==> src/rtl/sb_tx_arbiter.sv <==
// ---------------------------------------------------------------------------
// sb_tx_arbiter
//
// Sideband TX scheduler that sits in front of the packet framer. NUM_REQ
// message sources share one serializer. A round-robin arbiter picks one of
// them, latches that source's header and data, and issues one framing request
// per packet. The block then follows the serializer's phase-completion pulses
// and inserts an idle gap before the next grant. A watchdog drops a packet if
// the serializer stalls.
//
// Parameters
//   NUM_REQ      number of requesters (2..8)
//   GAP_CYCLES   idle cycles after the last phase before the next grant
//                (0 still gives a single GAP cycle)
//   SER_TIMEOUT  maximum cycles to wait for one i_ser_done pulse (8-bit)
//
// Ports
//   i_clk           sideband TX clock
//   i_rst           asynchronous, active-high reset
//   i_req           per-requester request level, held until granted
//   i_req_header    packed 62-bit headers, requester k at [62k+61:62k]
//   i_req_data      packed 64-bit data, requester k at [64k+63:64k]
//   i_req_has_data  per-requester flag: packet carries a data phase
//   o_grant         one-hot, one-cycle pulse: fields latched, req may drop
//   o_header        latched header to the framer
//   o_data          latched data to the framer (0 for header-only packets)
//   o_header_valid  one-cycle framing request
//   o_data_valid    one-cycle, alongside o_header_valid when data present
//   i_ser_done      one-cycle pulse: serializer finished one 64-bit phase
//   o_busy          high whenever the FSM is not IDLE
//   o_ser_timeout   one-cycle pulse when the serializer watchdog expires
// ---------------------------------------------------------------------------
module sb_tx_arbiter #(
  parameter int NUM_REQ     = 3,
  parameter int GAP_CYCLES  = 4,
  parameter int SER_TIMEOUT = 255
) (
  input  logic                  i_clk,
  input  logic                  i_rst,
  input  logic [NUM_REQ-1:0]    i_req,
  input  logic [NUM_REQ*62-1:0] i_req_header,
  input  logic [NUM_REQ*64-1:0] i_req_data,
  input  logic [NUM_REQ-1:0]    i_req_has_data,
  output logic [NUM_REQ-1:0]    o_grant,
  output logic [61:0]           o_header,
  output logic [63:0]           o_data,
  output logic                  o_header_valid,
  output logic                  o_data_valid,
  input  logic                  i_ser_done,
  output logic                  o_busy,
  output logic                  o_ser_timeout
);

  localparam int PW = (NUM_REQ > 1) ? $clog2(NUM_REQ) : 1;
  localparam int GW = (GAP_CYCLES > 1) ? $clog2(GAP_CYCLES) : 1;

  // GAP lasts GAP_CYCLES cycles, but never less than one cycle.
  localparam logic [GW-1:0] GAP_LIM = GW'((GAP_CYCLES > 0) ? GAP_CYCLES - 1 : 0);
  // The watchdog counter starts at 0 on WAIT entry, so the last legal wait
  // cycle is the one where the count equals SER_TIMEOUT-1.
  localparam logic [7:0]    WD_LIM  = 8'((SER_TIMEOUT > 0) ? SER_TIMEOUT - 1 : 0);

  typedef enum logic [2:0] {
    IDLE,
    LOAD,
    WAIT_HDR,
    WAIT_DATA,
    GAP
  } state_t;

  state_t state, state_next;

  logic [PW-1:0]      ptr;
  logic [PW-1:0]      winner;
  logic               found;
  logic [PW-1:0]      ptr_next;
  logic [NUM_REQ-1:0] grant_onehot;
  logic [61:0]        sel_header;
  logic [63:0]        sel_data;
  logic               sel_has_data;

  logic               has_data_q;
  logic [7:0]         wd_cnt;
  logic [GW-1:0]      gap_cnt;

  logic               load_en;
  logic               wd_clear;
  logic               wd_inc;
  logic               timeout_ev;

  logic [NUM_REQ-1:0] grant_q;
  logic [61:0]        header_q;
  logic [63:0]        data_q;
  logic               hv_q;
  logic               dv_q;
  logic               timeout_q;

  // Round-robin search: first asserted request at or after the pointer,
  // wrapping past NUM_REQ-1 back to 0.
  always_comb begin
    found  = 1'b0;
    winner = '0;
    for (int i = 0; i < NUM_REQ; i++) begin
      if (!found && i_req[(int'(ptr) + i) % NUM_REQ]) begin
        found  = 1'b1;
        winner = PW'((int'(ptr) + i) % NUM_REQ);
      end
    end
  end

  assign ptr_next     = (winner == PW'(NUM_REQ - 1)) ? '0 : winner + PW'(1);
  assign grant_onehot = {{(NUM_REQ-1){1'b0}}, 1'b1} << winner;
  assign sel_header   = i_req_header[62*winner +: 62];
  assign sel_data     = i_req_data[64*winner +: 64];
  assign sel_has_data = i_req_has_data[winner];

  // State register.
  always_ff @(posedge i_clk or posedge i_rst) begin
    if (i_rst) begin
      state <= IDLE;
    end else begin
      state <= state_next;
    end
  end

  // Next-state logic plus the strobes that steer the datapath registers.
  // A serializer completion in the same cycle as watchdog expiry counts as
  // completion, so a slow but successful phase is never dropped.
  always_comb begin
    state_next = state;
    load_en    = 1'b0;
    wd_clear   = 1'b0;
    wd_inc     = 1'b0;
    timeout_ev = 1'b0;
    case (state)
      IDLE: begin
        if (found) begin
          load_en    = 1'b1;
          state_next = LOAD;
        end
      end
      LOAD: begin
        wd_clear   = 1'b1;
        state_next = WAIT_HDR;
      end
      WAIT_HDR: begin
        if (i_ser_done) begin
          wd_clear   = 1'b1;
          state_next = has_data_q ? WAIT_DATA : GAP;
        end else if (wd_cnt >= WD_LIM) begin
          timeout_ev = 1'b1;
          state_next = GAP;
        end else begin
          wd_inc = 1'b1;
        end
      end
      WAIT_DATA: begin
        if (i_ser_done) begin
          wd_clear   = 1'b1;
          state_next = GAP;
        end else if (wd_cnt >= WD_LIM) begin
          timeout_ev = 1'b1;
          state_next = GAP;
        end else begin
          wd_inc = 1'b1;
        end
      end
      GAP: begin
        if (gap_cnt == GAP_LIM) begin
          state_next = IDLE;
        end
      end
      default: begin
        state_next = IDLE;
      end
    endcase
  end

  // Datapath: latch the winner on grant, pulse the framing request out of
  // LOAD, and run the watchdog and gap counters. All outputs except o_busy
  // are registered so the framer sees clean one-cycle pulses.
  always_ff @(posedge i_clk or posedge i_rst) begin
    if (i_rst) begin
      ptr        <= '0;
      grant_q    <= '0;
      header_q   <= '0;
      data_q     <= '0;
      has_data_q <= 1'b0;
      hv_q       <= 1'b0;
      dv_q       <= 1'b0;
      timeout_q  <= 1'b0;
      wd_cnt     <= '0;
      gap_cnt    <= '0;
    end else begin
      grant_q   <= '0;
      hv_q      <= 1'b0;
      dv_q      <= 1'b0;
      timeout_q <= timeout_ev;

      if (load_en) begin
        grant_q    <= grant_onehot;
        header_q   <= sel_header;
        data_q     <= sel_has_data ? sel_data : '0;
        has_data_q <= sel_has_data;
        ptr        <= ptr_next;
      end

      if (state == LOAD) begin
        hv_q <= 1'b1;
        dv_q <= has_data_q;
      end

      if (wd_clear) begin
        wd_cnt <= '0;
      end else if (wd_inc) begin
        wd_cnt <= wd_cnt + 8'd1;
      end

      if ((state == GAP) && (state_next == GAP)) begin
        gap_cnt <= gap_cnt + GW'(1);
      end else begin
        gap_cnt <= '0;
      end
    end
  end

  assign o_grant        = grant_q;
  assign o_header       = header_q;
  assign o_data         = data_q;
  assign o_header_valid = hv_q;
  assign o_data_valid   = dv_q;
  assign o_ser_timeout  = timeout_q;
  assign o_busy         = (state != IDLE);

endmodule
==> config.mk <==
export PLATFORM = sky130hd
export DESIGN_NAME = sb_tx_arbiter
export DESIGN_NICKNAME = d
export VERILOG_FILES = /design/src/rtl/sb_tx_arbiter.sv
export SDC_FILE = /design/constraint.sdc
export NUM_CORES = 1
export LEC_CHECK = 0
export CAP_MARGIN = 15
export CELL_PAD_IN_SITES_DETAIL_PLACEMENT = 1
export CELL_PAD_IN_SITES_GLOBAL_PLACEMENT = 2
export CORE_AREA = 2 2 200 202
export CTS_BUF_LIST = sky130_fd_sc_hd__clkbuf_8
export DETAILED_ROUTE_END_ITERATION = 7
export DIE_AREA = 0 0 202 204
export GPL_ROUTABILITY_DRIVEN = 0
export GPL_TIMING_DRIVEN = 1
export PLACE_DENSITY = 0.81
export SYNTH_ARGS = -nofsm -noshare
export SYNTH_HDL_FRONTEND = slang
export SYNTH_SLANG_ARGS = --single-unit
export TNS_END_PERCENT = 20
==> constraint.sdc <==
create_clock -name i_clk -period 11.1 [get_ports i_clk]
set_clock_uncertainty 0.2 [all_clocks]
set_input_delay 1.11 -clock i_clk [delete_from_list [all_inputs] [get_ports i_clk]]
set_output_delay 1.11 -clock i_clk [all_outputs]
set_load 0.02 [all_outputs]
## Yosys cells after proc, flatten, opt, wreduce, memory -nomap -nowiden

Cells that the tools add are included.

| word-level totals | value |
|---|---|
| register bits after elaboration | 148 |
| input bits | 387 |
| output and inout bits | 133 |
| word-level logic and storage cells | 86 |

| operators by class | value |
|---|---|
| $add $sub $neg | 5 |
| multipliers | 1 |
| divide/modulo/power cells | 3 |
| magnitude comparators | 5 |
| eq/ne operators | 7 |
| shift-type cells | 3 |
| muxes and demuxes | 42 |
| reduce and logical (&&, ||, !) cells | 9 |

Operators with widths:

| cell | number |
|---|---|
| 192-bit by 9-bit indexed part select with 64-bit output | 1 |
| 186-bit by 9-bit indexed part select with 62-bit output | 1 |
| 32-bit by 4-bit < comparator with 1-bit output, second input constant | 3 |
| 32-bit by 3-bit modulo with 32-bit output, second input constant | 2 |
| 64-bit two-way mux | 1 |
| 3-bit by 3-bit modulo with 32-bit output, second input constant | 1 |
| 1-bit two-way mux | 21 |
| 3-bit two-way mux | 7 |
| 8-bit two-way mux | 2 |
| 3-bit one-hot mux with 5 select lines | 1 |
| 2-bit two-way mux | 5 |
| 8-bit by 1-bit adder with 8-bit output, second input constant | 1 |
| 1-bit binary-select mux with 2-bit select | 4 |
| 8-bit greater-or-equal comparator, second input constant | 1 |
| 5-bit by 2-bit multiplier with 7-bit output, first input constant | 1 |
| 3-bit by 2-bit equality test with 1-bit output, second input constant | 2 |
| 3-bit equality test, second input constant | 2 |
| 2-bit by 1-bit adder with 2-bit output, second input constant | 2 |
| 2-bit equality test, second input constant | 2 |
| 2-bit by 1-bit adder with 3-bit output, second input constant | 1 |
| 2-bit by 2-bit adder with 3-bit output, second input constant | 1 |
| 3-bit by 1-bit equality test with 1-bit output, second input constant | 1 |
| 1-bit logical AND | 3 |
| 3-bit zero test | 1 |
| 7 further kinds | 8 |

## Depth between registers and ports, before layout

| logic depth | value |
|---|---|
| depth in word-level cells | 16 |
| depth in mapped cells | 11 |
| depth with buffers taken out | 7 |

## Least setup slack after synthesis

No wires, ideal clock.

| path | value |
|---|---|
| kind | in2reg |
| from | input port i_req[0] |
| to | register header_q[43], in the netlist o_header[43] |
| setup time | 0.132 ns |
| data arrival time | 2.480 ns |
| data required time | 10.768 ns |
| slack | 8.287 ns |
| cell stages on the path | 8 |
| buffers on the path | 3 |
| cell sequence | inv_1 > maj3_2 > o211a_1 > buf_2 > buf_6 > buf_4 > a222oi_1 > o21ai_1 |

| on the way | value |
|---|---|
| longest elaborated chain between the ends | 12 |
| elaborated cells between the ends (all ways) | 23 |
| classes of those cells | mul (1); shift (1); mux (17); reduce/logical (4) |

Ends and longest elaborated chain:

| element | RTL line | source |
|---|---|---|
| start, declared | 40 | `input logic [NUM_REQ-1:0] i_req,` |
| 1-bit binary-select mux with 2-bit select | 104 | `if (!found && i_req[(int'(ptr) + i) % NUM_REQ]) begin` |
| 1-bit two-way mux (not written as such) (2 in series) | 104 |  |
| 1-bit two-way mux | 104 |  |
| 1-bit zero test | 104 |  |
| 1-bit logical AND | 104 |  |
| 1-bit two-way mux | 104 |  |
| 1-bit zero test | 104 |  |
| 1-bit logical AND | 104 |  |
| 2-bit two-way mux or 1-bit two-way mux (tied branches) | 104 |  |
| 5-bit by 2-bit multiplier with 7-bit output or 1-bit two-way mux (tied branches) | 113, 137 |  |
| 186-bit by 9-bit indexed part select with 62-bit output or 1-bit two-way mux (tied branches) | 113, 135 |  |
| end signal, assigned | 202 | `header_q <= sel_header;` |
| end, declared | 92 | `logic [61:0] header_q;` |

Parallel ways exist; a longest one is shown, timed or not. The select of a mux whose other input is x is not followed.
A chain may end at the register's enable or synchronous reset.

## Worst setup path in the final report

| path | value |
|---|---|
| from | input port i_req[1] |
| to | register data_q[62], in the netlist o_data[62] |

| on the way | value |
|---|---|
| longest elaborated chain between the ends | 13 |
| elaborated cells between the ends (all ways) | 25 |
| classes of those cells | shift (1); mux (20); reduce/logical (4) |

Ends and longest elaborated chain:

| element | RTL line | source |
|---|---|---|
| parallel branches: the longest is 13 deep, another holds 192-bit by 9-bit indexed part select with 64-bit output | -- |  |
| end signal, assigned | 203 | `data_q <= sel_has_data ? sel_data : '0;` |
| end, declared | 93 | `logic [63:0] data_q;` |

Parallel ways; which one is timed is not known. The select of a mux whose other input is x is not followed.

==> impl_results.md <==
* Status: finished, final reports clean
* Via Count at 8126
* CTS Hold Buffers Added at 0
* Initial DRT Pass Iterations at 7
* Post-synthesis instance area at about 0.0075 sq mm
* Clock Tree Buf Depth at 2
* CTS Buf Count at 17
* Layout cells sized above 1 at 0.0868
* Rows at 73
* CTS tree: yes
* Critical Path Fanout Max at 69
* Crit end category: flip-flop
* Diode count at 0
* First-pass GRT wire length at 52700 um
* Relative slew slack at 0.278
* Final Hold Violating Endpoints at 0
* Syn-to-layout area delta at 78.6%
* Post-route DRC at 0
* Cts repair resizes at 0
* Setup bufs post-CTS at 0
* Root buffer cell: clkbuf_8
* Antenna-violating nets left at 0
* CP top delay family: buffers and inverters
* GR Overflow Total at 0
* Period Utilization, post-route at 0.368
* Async set or reset register ratio after synthesis at 1.00
* Slew @ Worst Pin at ~1.1 ns
* Synthesized flop and latch total at between 100 and 150
* Post-synthesis cell type count at 49
* Power Internal at 1790 uW
* # IOs at 520
* Commonest non-fill, non-tap cell in the layout: clkdlybuf4s50_1
* DRT iter0 DRCs at 852
* PortBufs at between 500 and 600
* CP cell instances: clkdlybuf4s50_1 -> nor2_1 -> a21oi_1 -> nand2_4 -> a222oi_1 -> buf_4 -> buf_4 -> o31ai_1
* Vias in the first global route at 8648
* Initial Util at 0.192
* Die Span X at 202 um
* Nets at around 1600
* Vias/cell at around 4.8
* Peak VDD IR at 156 uV
* Die height at 204 um
* Setup violators final at 0
* Post-synthesis net count at about 1100
* Worst hold margin at 0.235 ns
* Post-synth EDFFs at 0
* Core Box Area at a little under 0.04 sq mm
* Ys Warns at 0
* Initial antenna violation count at 0
* Critical path's most frequent cell: buf_4
* WL/cell at 21.0 um
* Die ar. at 0.0412 sq mm
* Tot GR Track Use at 0.169
* Post-synth top flop: dfrtp_1
* Most frequent cells in the layout: 519 x clkdlybuf4s50_1, 148 x dfrtp_1, 132 x nand2_1
* HPWL Detailed at between 20000 and 30000 um
* Largest net degree at the start of global routing at 92
* CP max stage delay at 0.67 ns
* Switching share of power at 0.467
* Max-cap viol count at 0
* CTS sink cnt at 148
* H-tree level count at 4
* Worst-path clk slew at 0.08 ns
* Hold Path Class: flip-flop to flip-flop
* CP Launch Type: primary input
* Worst Path Arrival at 4.20 ns
* Sequential area share after synthesis at 0.491
* CP Buf/Inv Count at 3
* Slew Viols, Final at 0
* Reg power frac at 0.259
* Avg Synthesized Cell Area at 10.9 sq um
* RSZ-0062 raised after global routing: no
* Min cycle time layout at 4.09 ns
* Share of total power in the clock network at 0.141
* PwrDens at roughly 250 mW/mm^2
* Critical path class: primary input to flip-flop
* WL final at 35700 um
* Leakage at between 0.005 and 0.006 uW
* CP max-delay cell: buf_4
* Mapped Cells at 693
* P_sw at 1570 uW
* Part of the power in combinational logic at 0.599
* Setup TNS at 0 ns
* Fmax at 245 MHz
* Crit path required time at 11.21 ns
* Worst-skew pair later-pin latency at approximately 0.47 ns
==> state kept, by name, summed over array words and instances (netlist names) <==
| name | flops |
|---|---|
| o_data_valid | 1 |
| o_header | 62 |
| wd_cnt | 8 |
| has_data_q | 1 |
| state | 3 |
| o_ser_timeout | 1 |
| o_data | 64 |
| ptr | 2 |
| gap_cnt | 2 |
| o_header_valid | 1 |
| o_grant | 3 |
==> power by group through the flow <==
stage	clock network, uW	logic [uW]	registers (uW)
global placement	0	2020	879
finish	473	2010	870
CTS	499	2060	878
floorplan	0	1060	1070
global route	523	2190	898
detailed placement	0	2060	887
==> Yosys cell counts, drive strengths merged, types with 3 or more instances <==
cell,number,area share
a21o,3,0.0040
o31ai,65,0.097
xor2,4,0.0046
clkbuf,38,0.019
a21oi,4,0.0032
nor3,3,0.0027
inv,7,0.0035
buf,40,0.041
o21ai,65,0.043
and2,3,0.0025
dfrtp,148,0.49
nand2,133,0.067
ha,5,0.0083
nor2,17,0.0088
a222oi,127,0.17
==> area by class of cell <==
class / count / area [sq um]
fillers: 4381 / 25700
repair buffers: 528 / 5260
flip-flops and latches: 148 / 3700
multi-input cells: 460 / 3370
well taps: 525 / 657
clock buffers: 17 / 234
clock inverters: 15 / 204
inverters: 7 / 31.3
==> kinds of logic after synthesis <==
| group | Yosys count | synth area share |
|---|---|---|
| xor gates and xnor gates | 6 | 0.00697 |
| and+or+nand+nor | 171 | 0.0956 |
| muxes | 1 | 0.00133 |
| AOI/OAI and AO/OA | 275 | 0.330 |
| buffers and inverters | 85 | 0.0634 |
| DFF | 148 | 0.491 |
| adders and majority gates | 7 | 0.0111 |
==> path summary, 6_finish.rpt <==
check | slack, ns | cells past startpoint | startpoint | to
worst max-delay path | 7.01 | 8 | i_req[1] | o_data[62]
worst min-delay path | 0.24 | 1 | gap_cnt[0] | gap_cnt[0]
worst max register to register | 7.27 | 9 | ptr[0] | o_data[62]
worst min register to register | 0.24 | 1 | gap_cnt[0] | gap_cnt[0]
max in group asynchronous | 8.35 | 3 | i_rst | o_header[30]
min in group asynchronous | 0.94 | 2 | i_rst | o_data[57]
==> per-layer routing <==
metal,vias to the layer above,GRT usage,part of all wire
met5,-,0,0
met4,0,0.0714,0.035
met3,39,0.0513,0.083
met2,417,0.293,0.50
met1,3955,0.191,0.38
li1,3715,-,-
==> metrics by stage <==
| stage | utilization | instances | area (sq um) | setup slack [ns] | power [uW] |
|---|---|---|---|---|---|
| finish | 0.344 | 1700 | 13500 | 7.01 | 3360 |
| global route | 0.344 | 1700 | 13500 | 6.76 | 3610 |
| CTS | 0.344 | 1700 | 13500 | 7.02 | 3440 |
| detailed placement | 0.332 | 1668 | 13000 | 6.47 | 2940 |
| global placement | 0.332 | 1668 | 13000 | 6.50 | 2900 |
| floorplan | - | 693 | 7540 | 5.81 | 2130 |
Note: power is estimated with default switching activity, not from simulation.
